[config.mk]
export PLATFORM = sky130hd
export DESIGN_NAME = if_stage
export DESIGN_NICKNAME = d
export VERILOG_FILES = /design/src/rtl/if_stage.sv
export SDC_FILE = /design/constraint.sdc
export NUM_CORES = 1
export LEC_CHECK = 0
export CELL_PAD_IN_SITES_DETAIL_PLACEMENT = 1
export CELL_PAD_IN_SITES_GLOBAL_PLACEMENT = 1
export CORE_ASPECT_RATIO = 0.7
export CORE_MARGIN = 2
export CORE_UTILIZATION = 26
export CTS_CLUSTER_SIZE = 24
export DETAILED_ROUTE_END_ITERATION = 8
export HOLD_SLACK_MARGIN = 0.12
export PLACE_DENSITY_LB_ADDON = 0.1
export SYNTH_ARGS = -nofsm -noshare
export SYNTH_HDL_FRONTEND = slang
export SYNTH_SLANG_ARGS = --single-unit
[constraint.sdc]
create_clock -name clk_i -period 2 [get_ports clk_i]
set_input_delay 0.3 -clock clk_i [delete_from_list [all_inputs] [get_ports clk_i]]
set_output_delay 0.3 -clock clk_i [all_outputs]
set_load 0.005 [all_outputs]
[src/rtl/if_stage.sv]
// Instruction fetch stage: one outstanding memory request, one instruction held for decode,
// and a PC that is redirected only after the current instruction executes.
module if_stage #(
    parameter int                    DATA_WIDTH = 64,
    parameter int                    INST_WIDTH = 32,
    parameter logic [DATA_WIDTH-1:0] RESET_PC   = 64'h0000_0000_8000_0000
) (
    input  logic                  clk_i,
    input  logic                  rst_i,
    input  logic [DATA_WIDTH-1:0] pcn_i,
    input  logic                  pcn_valid_i,
    output logic                  imem_req_valid_o,
    input  logic                  imem_req_ready_i,
    output logic [DATA_WIDTH-1:0] imem_addr_o,
    input  logic                  imem_rsp_valid_i,
    input  logic [INST_WIDTH-1:0] imem_rsp_data_i,
    output logic                  inst_valid_o,
    input  logic                  inst_ready_i,
    output logic [INST_WIDTH-1:0] inst_o,
    output logic [DATA_WIDTH-1:0] pc_o,
    output logic                  misalign_o,
    output logic [63:0]           fetch_cnt_o,
    output logic [2:0]            state_o
);

    // Handshakes: a transfer happens on a rising edge where valid and ready are both high.
    // valid depends only on state, never on the matching ready, and payloads (imem_addr_o,
    // inst_o, pc_o) stay constant while valid is high and the transfer has not happened.
    typedef enum logic [2:0] {
        FETCH = 3'd0,
        WAIT  = 3'd1,
        ISSUE = 3'd2,
        EXEC  = 3'd3,
        TRAP  = 3'd4
    } state_t;

    state_t                  state_q;
    state_t                  state_d;
    logic [DATA_WIDTH-1:0]   pc_q;
    logic [INST_WIDTH-1:0]   inst_q;
    logic                    misalign_q;
    logic [63:0]             cnt_q;
    logic                    pcn_aligned;

    assign pcn_aligned = (pcn_i[1:0] == 2'b00);

    always_ff @(posedge clk_i) begin
        if (rst_i) begin
            state_q    <= FETCH;
            pc_q       <= RESET_PC;
            inst_q     <= '0;
            misalign_q <= 1'b0;
            cnt_q      <= '0;
        end else begin
            state_q <= state_d;
            if (state_q == WAIT && imem_rsp_valid_i) begin
                inst_q <= imem_rsp_data_i;
            end
            if (state_q == ISSUE && inst_ready_i) begin
                cnt_q <= cnt_q + 64'd1;
            end
            // A misaligned target leaves the PC pointing at the instruction that produced it.
            if (state_q == EXEC && pcn_valid_i) begin
                if (pcn_aligned) begin
                    pc_q <= pcn_i;
                end else begin
                    misalign_q <= 1'b1;
                end
            end
        end
    end

    always_comb begin
        state_d          = state_q;
        imem_req_valid_o = 1'b0;
        inst_valid_o     = 1'b0;
        case (state_q)
            FETCH: begin
                imem_req_valid_o = 1'b1;
                if (imem_req_ready_i) begin
                    state_d = WAIT;
                end
            end
            WAIT: begin
                if (imem_rsp_valid_i) begin
                    state_d = ISSUE;
                end
            end
            ISSUE: begin
                inst_valid_o = 1'b1;
                if (inst_ready_i) begin
                    state_d = EXEC;
                end
            end
            EXEC: begin
                if (pcn_valid_i) begin
                    state_d = pcn_aligned ? FETCH : TRAP;
                end
            end
            TRAP: begin
                state_d = TRAP;
            end
            default: begin
                state_d = FETCH;
            end
        endcase
    end

    assign imem_addr_o = pc_q;
    assign pc_o        = pc_q;
    assign inst_o      = inst_q;
    assign misalign_o  = misalign_q;
    assign fetch_cnt_o = cnt_q;
    assign state_o     = state_q;

endmodule
==> run summary, run 1 <==
The routed design has 27.8 mm of wire. The netlist area before placement was 7080 um2; the horizontal die dimension was 201 um. The share of the Yosys chip area taken by registers is 46.4%.

The number of max-cap violations is 0. Dividing total power by cell area gives a power density of 605 nW/um2. The DRC violations left is 0. Across the VDD grid, the largest voltage drop is 0.000567 V. The run gives 7345 as the via count. After detailed routing, the average wire length per cell comes to 17.4 um. Dividing the detail-routed via count by the number of cells gives 4.61. The tools report the starting DRC count in detailed routing as 183. The worst reg2reg path startpoint is fetch_cnt_o[13]. The count of inserted antenna diode cells came out at 0. Total of buffers placed on input and output ports: 331. The worst hold path terminates at fetch_cnt_o[39].

The number of standard-cell rows in the floorplan is 50, and the initial antenna violation count is 0. The required arrival time at the worst endpoint was 2370 ps; the total negative slack for setup checks was -22.8 ps. In this run, flip-flops and latches consume 46.9% of the power. In this run the critical register-to-register path is captured at fetch_cnt_o[49].

The final layout contains 1324 nets. The largest individual stage delay along the critical path comes from the cell sky130_fd_sc_hd__or4_1. Compared with the post-synthesis result, the final layout area differs by 65.1%. Synthesis produced a netlist whose cell count is 878. The first global-routing pass estimated 42.4 mm of wire. TritonCTS built the clock tree.

Leaving out fill and tap cells, the most frequent cell in the layout is sky130_fd_sc_hd__clkdlybuf4s50_1. Once detailed placement completed, the half-perimeter wirelength came to 20.9 mm. The internal portion of the total power is 0.00551 W.

No sink is reached through more buffers than the 2 on the longest clock path. The worst hold slack after final layout came out at 304 ps. The number of max-slew violations in the final report was 0; the fraction of registers with async set/reset was 0%. Once the floorplan was initialized, standard cells occupied 26.5% of the core.

Entering global routing, the biggest net connects 65 pins. At the end of routability-driven placement, the weighted congestion stood at 0.778. The prevailing post-synth register cell is sky130_fd_sc_hd__dfxtp_1. The area of the core region is 26700 um2, and the number of cells on the worst reg-to-reg path is 7. The multi-input combinational cells in the finished layout cover a total of 3130 um2. The area enclosed by the die boundary came out at 28600 um2.

Along the worst hold path, the cell count comes to 2. Clock-pin slew was measured on the worst setup and hold paths at 60 ps. The count of filler cells inserted in the layout was 3126; the count of boundary I/O pins was 332. The analysis attributes to cell leakage a power of 3.99 nW. The worst register-to-register path has a setup slack of -20 ps.

In this run, CTS created clock tree buffers numbering 17. The maximum level of the CTS H-tree was 4; the total of hold buffers inserted after clock tree synthesis was 0. STA classifies the critical path startpoint as a flop.

Once detail routing completed, the nets flagged for antenna violations numbered 0. The time the worst path needs with I/O delays and setup came out at 2020 ps. Category of the most critical setup path: flop to flop. Peak per-stage delay on the critical path: 400 ps.

The number of iterations in the first detailed-routing pass is 4. STA classifies the critical path endpoint as a flop. The final reports fail on negative setup slack. Synthesized netlist net count: 981. The tools report the switching power summed over all nets as 0.00156 W. Traced cell by cell, the critical path runs through and4_1 > and4_4 > buf_12 > nand4_4 > buf_4 > or4_1 > a21oi_1. The maximum operating frequency is 0.495 GHz, and the final number of hold-violating endpoints is 0. The vertical extent of the die came out at 142 um. The total area of sequential cells is 3290 um2. The combined global-route utilization of all metal layers is 19.1%, and the final critical-path share of the clock period is 101%.

The tools report the worst clock skew as 10.8 ps. The min-delay analysis places its worst path in the category input port to flop. In this run the worst path has a maximum fanout of 10.

The number of global-route vias before repair is 7420. In the final layout, the share of cells above drive strength 1 is 13.6%. The distinct cell type count of the synthesized netlist was 38. CTS saw 164 sinks. After global routing the overflow that remains totals 0.

The worst hold path begins at rst_i. The setup slack after layout came out at -19.6 ps. The clock reaches the later pin of the worst-skew pair after 430 ps. Net switching is 22.1% of the power. The completed layout was analyzed and its total power is 0.00707 W. The synthesized design contains 164 register bits. The run finished, with violations left.

The final-report setup violation count was 2; the portion of total power attributed to the clock network was 46.2%. Yosys printed 0 warnings. Synthesized area per cell: 8.06 um2.

In this run the tightest slew margin relative to its limit is 68.0%. Combinational cells account for 6.8% of the total power. At the pin with the least slew margin, the transition time is 480 ps.

The synthesized design contains 0 enable-type register cells. CTS placed an instance of sky130_fd_sc_hd__clkbuf_16 at the clock tree root. The tools report the data arrival time at the worst-slack endpoint as 2380 ps. In the layout the commonest cells are 328 x sky130_fd_sc_hd__clkdlybuf4s50_1, 212 x sky130_fd_sc_hd__nand2_1, 158 x sky130_fd_sc_hd__dfxtp_1.

Setup repair after global routing could not meet its margin everywhere.
==> sequential cells by signal (all words and copies together) (netlist names) <==
signal       flops
fetch_cnt_o     64
imem_addr_o     64
inst_o          32
state_o          3
misalign_o       1
==> metal layers <==
metal / part of all wire [%] / routed length, um / global-route usage (%) / vias up
li1: - / - / - / 3615
met1: 47 / 13000 / 24.5 / 3536
met2: 45 / 12600 / 31.0 / 177
met3: 7.2 / 1990 / 6.82 / 17
met4: 0.83 / 231 / 4.06 / 0
met5: 0 / 0 / 0 / -
==> Yosys cell counts, drive strengths merged, types with 12 or more instances <==
cell,instances,area [um2]
or3,16,100
a21oi,130,651
clkbuf,39,146
nor2,40,150
buf,73,548
dfxtp,164,3280
xnor2,18,158
o21ai,21,105
nand3,20,100
nand4,30,224
nor3,18,95.1
nand2,214,803
xor2,12,105
==> worst max-delay path, delay by kind of cell, from the launching register on <==
kind	cells	cell delay [ps]
simple gates	4	1130
buf+inv	2	350
flops	1	330
compound gates	1	140
==> layout make-up <==
class | instances | area share [%]
clock inverter | 9 | 0.900
multi-input combinational | 591 | 26.8
inverter | 11 | 0.354
sequential | 164 | 28.2
clock buffer | 20 | 4.00
tap | 364 | 3.90
timing repair buffer | 436 | 35.9
==> how the worst max path moves through the flow <==
stage | from | endpoint | slack [ps] | cells past startpoint
after global routing | fetch_cnt_o[20] | fetch_cnt_o[49] | -160 | 7
after CTS | fetch_cnt_o[29] | fetch_cnt_o[55] | -8 | 6
after detailed placement | inst_ready_i | fetch_cnt_o[59] | -420 | 6
after global placement | inst_ready_i | fetch_cnt_o[57] | -350 | 7
final | fetch_cnt_o[13] | fetch_cnt_o[49] | -20 | 7
after floorplan | state_o[0] | fetch_cnt_o[58] | 30 | 8
==> repair_timing <==
action	4_1_cts	5_1_grt
setup endpoints to repair	11	25
pin swaps	2	4
gates resized for setup	6	20
hold endpoints to repair	0	0
setup buffers	1	5
==> stage by stage <==
step           util, %  worst slack, ps  std cells  area (um2)
2_1_floorplan        -             27.5        878        7080
3_3_place_gp      41.1             -353       1560       11000
3_5_place_dp      41.1             -416       1560       11000
4_1_cts           43.3            -8.01       1590       11600
5_1_grt           43.7             -159       1595       11700
6_report          43.7            -19.6       1595       11700
==> cell families (layout without fill, tap and decap cells) <==
logic type | after synthesis | in the layout | synth area share (%)
AO/OA/AOI/OAI | 165 | 165 | 12.2
XOR/XNOR | 30 | 30 | 3.71
adder cells (fa/ha/maj) | 1 | 1 | 0.177
buffers and inverters | 123 | 476 | 10.4
flip-flops | 164 | 164 | 46.4
multiplexers | 2 | 2 | 0.283
AND/OR/NAND/NOR | 393 | 393 | 26.8
==> power groups by stage <==
stage	clock, W	sequential, W	combinational [W]
after CTS	0.00338	0.00332	0.000491
final	0.00327	0.00332	0.000483
after global placement	0	0.00339	0.000488
after detailed placement	0	0.00339	0.000489
after global routing	0.00353	0.00332	0.000525
after floorplan	0	0.00339	0.000139
No activity file was read; power rests on OpenSTA's default activity.
==> run 2, diff against run 1 <==
CORE_MARGIN = default   (was 2)
==> run 2 against run 1 <==
Net effect:
- the flow now finishes without violations
- highest routed layer unchanged
- total power up 4.5%
- global-route usage up 0.25 points
- critical endpoint is now fetch_cnt_o[51]
- sequential power about the same
- flip-flop and latch count unchanged
==> run summary, run 2 (synthesized netlist as in run 1, its figures left out) <==
The run gives 7.44 ps (-3.38 ps) as the worst clock skew. The tools report the total wirelength of the detailed-routed design as 27.2 mm (-2.0%). The fraction of final layout cells with drive strength greater than 1 was 14.1% (+0.55 points); the wire length of the first global-routing pass was 41.3 mm (-2.6%).

TritonCTS built the clock tree. The worst setup path is launched from a flop. The number of standard-cell rows in the floorplan was 50 (unchanged); the largest driver fanout on the critical path was 7 (-3). Leaving out fill and tap cells, the most frequent cells in the layout are 328 x sky130_fd_sc_hd__clkdlybuf4s50_1, 212 x sky130_fd_sc_hd__nand2_1, 157 x sky130_fd_sc_hd__dfxtp_1.

The total global routing overflow is 0 (unchanged), and the area of the core region is 26700 um2 (unchanged). The peak ir drop on the vdd network is 0.000581 V (+2.5%), and the slew at the pin closest to its max-slew limit is 402 ps (-78.6 ps). The data arrival time at the worst-slack endpoint is 2330 ps (-50 ps).

The register clock-pin slew on the reported worst setup and hold paths was 70 ps (about the same); the clock insertion delay at the later pin of the skew report was 430 ps (about the same). The total of buffers placed on input and output ports is 331 (unchanged). The CTS sink count was 164 (unchanged). The tools report the weighted congestion at the end of routability-driven global placement as 0.779 (about the same). The tools report the antenna violation net count after detailed routing as 0 (unchanged).

Initial antenna violation count: 0 (unchanged). The DRC violations left was 0 (unchanged); the number of global-route vias before repair was 7189 (-3.1%). The number of max-slew violations in the final report was 0 (unchanged); the area enclosed by the die boundary was 27900 um2 (-2.4%).

For the maximum operating frequency, the log shows 0.509 GHz (+2.9%). Most common library cell in the layout ignoring fill and taps: sky130_fd_sc_hd__clkdlybuf4s50_1. The path type of the worst min-delay path was input port to flop. Setup repair after global routing could not meet its margin everywhere. The count of boundary I/O pins was 332 (unchanged). The average wire length per cell after detail routing works out to 17.0 um (-2.1%).

The endpoint class of the critical path was a flop. The via-per-instance ratio was 4.58 (-0.47%); the count of filler cells inserted in the layout was 3135 (+0.29%). The initial core utilization came out at 26.5% (unchanged). In this run the most critical hold path is launched from rst_i.

The final critical-path share of the clock period was 98.2% (-2.8 points); the power density relative to cell area was 628 nW/um2 (+3.7%). The via count was 7320 (-0.34%). The horizontal die dimension was 199 um (-0.99%); the worst hold slack after final layout was 217 ps (-86.9 ps). The worst reg2reg path startpoint was fetch_cnt_o[20]. The vertical extent of the die was 140 um (-1.4%); the area growth from synthesis to layout was 66.4%.

The tools report the clock root buffer as sky130_fd_sc_hd__clkbuf_16. The run gives 0 (unchanged) as the number of max-cap violations. The run gives 2 (unchanged) as the largest buffer count on any clock path. The final-report setup violation count is 0 (-2). The maximum number of pins on one net before global-route repair was 49 (-25%). The total number of nets in the final design was 1325 (+0.076%); the count of inserted antenna diode cells was 0 (unchanged). The time the worst path needs with I/O delays and setup came out at 1960 ps (-56.2 ps). The category of the most critical setup path was flop to flop.

The total leakage power was 4.02 nW (+0.76%); the number of clock buffers inserted by TritonCTS was 17 (unchanged). The starting DRC count in detailed routing is 268 (+46%). Combined global-route utilization of all metal layers: 19.3% (+0.25 points).

The worst slew margin relative to its limit is 73.0% (+5.0 points). The logs give 20.6 mm (-1.5%) for the estimated wirelength of the detail-placed design and 2370 ps (about the same) for the required arrival time at the worst endpoint. The number of iterations in the first detailed-routing pass was 4 (unchanged); the final number of hold-violating endpoints was 0 (unchanged). The run gives 4 (unchanged) as the maximum level of the CTS H-tree.

The run finished with clean final reports. Tracing the worst setup path back leads to its startpoint at fetch_cnt_o[20]. Overall power: 0.00739 W (+4.5%).
-- run 2: final cells by class --
type                            count  area (um2)  area share (%)
Tap cell                          364         455            3.87
Clock inverter                     10         181            1.54
Inverter                           11        41.3           0.351
Timing Repair Buffer              437        4220            35.8
Clock buffer                       20         447            3.79
Multi-Input combinational cell    591        3140            26.7
Sequential cell                   164        3290            28.0
-- run 2: worst max-delay path, cell delays in order (launching register included) --
cell and delay [ps]:
sky130_fd_sc_hd__dfxtp_2 340, sky130_fd_sc_hd__nand4_1 150, sky130_fd_sc_hd__nor4_2 310, sky130_fd_sc_hd__buf_4 200
sky130_fd_sc_hd__nand4_4 150, sky130_fd_sc_hd__buf_12 190, sky130_fd_sc_hd__or4_4 420, sky130_fd_sc_hd__a21oi_2 130
-- run 2: layer usage --
| layer | wire [um] | GRT usage (%) |
|---|---|---|
| met5 | 0 | 0 |
| met4 | 259 | 4.98 |
| met3 | 2340 | 7.58 |
| met2 | 12200 | 30.0 |
| met1 | 12400 | 24.9 |
-- run 2: power by group --
part	leakage, nW	internal (W)	switching, W
Sequential	1.33	0.00330	0.0000191
Combinational	2.39	0.000294	0.000190
Clock	0.306	0.00223	0.00136
-- run 2: path summary, 6_finish.rpt --
kind / end / slack (ps) / cells past startpoint
max: fetch_cnt_o[51] / 40 / 7
max reg2reg: fetch_cnt_o[51] / 40 / 7
min reg2reg: misalign_o / 450 / 2
min: fetch_cnt_o[45] / 220 / 2
-- run 2: what timing repair did --
action / 4_1_cts / 5_1_grt
hold buffers: 0 / 0
gates cloned: 0 / 1
resized for setup: 8 / 25
pin swaps: 3 / 14
buffers inserted: 0 / 5
endpoints found under the setup margin: 15 / 30
-- run 2: metrics by stage --
stage	utilization [%]	TNS [ps]	std cells	worst slack, ps	instance area, um2
floorplan	-	0	878	27.5	7080
global placement	41.1	-9030	1561	-342	11000
detailed placement	41.1	-10370	1561	-330	11000
CTS	43.5	0	1591	0.00844	11600
global route	44.1	-465	1597	-69.3	11800
finish	44.1	0	1597	36.7	11800
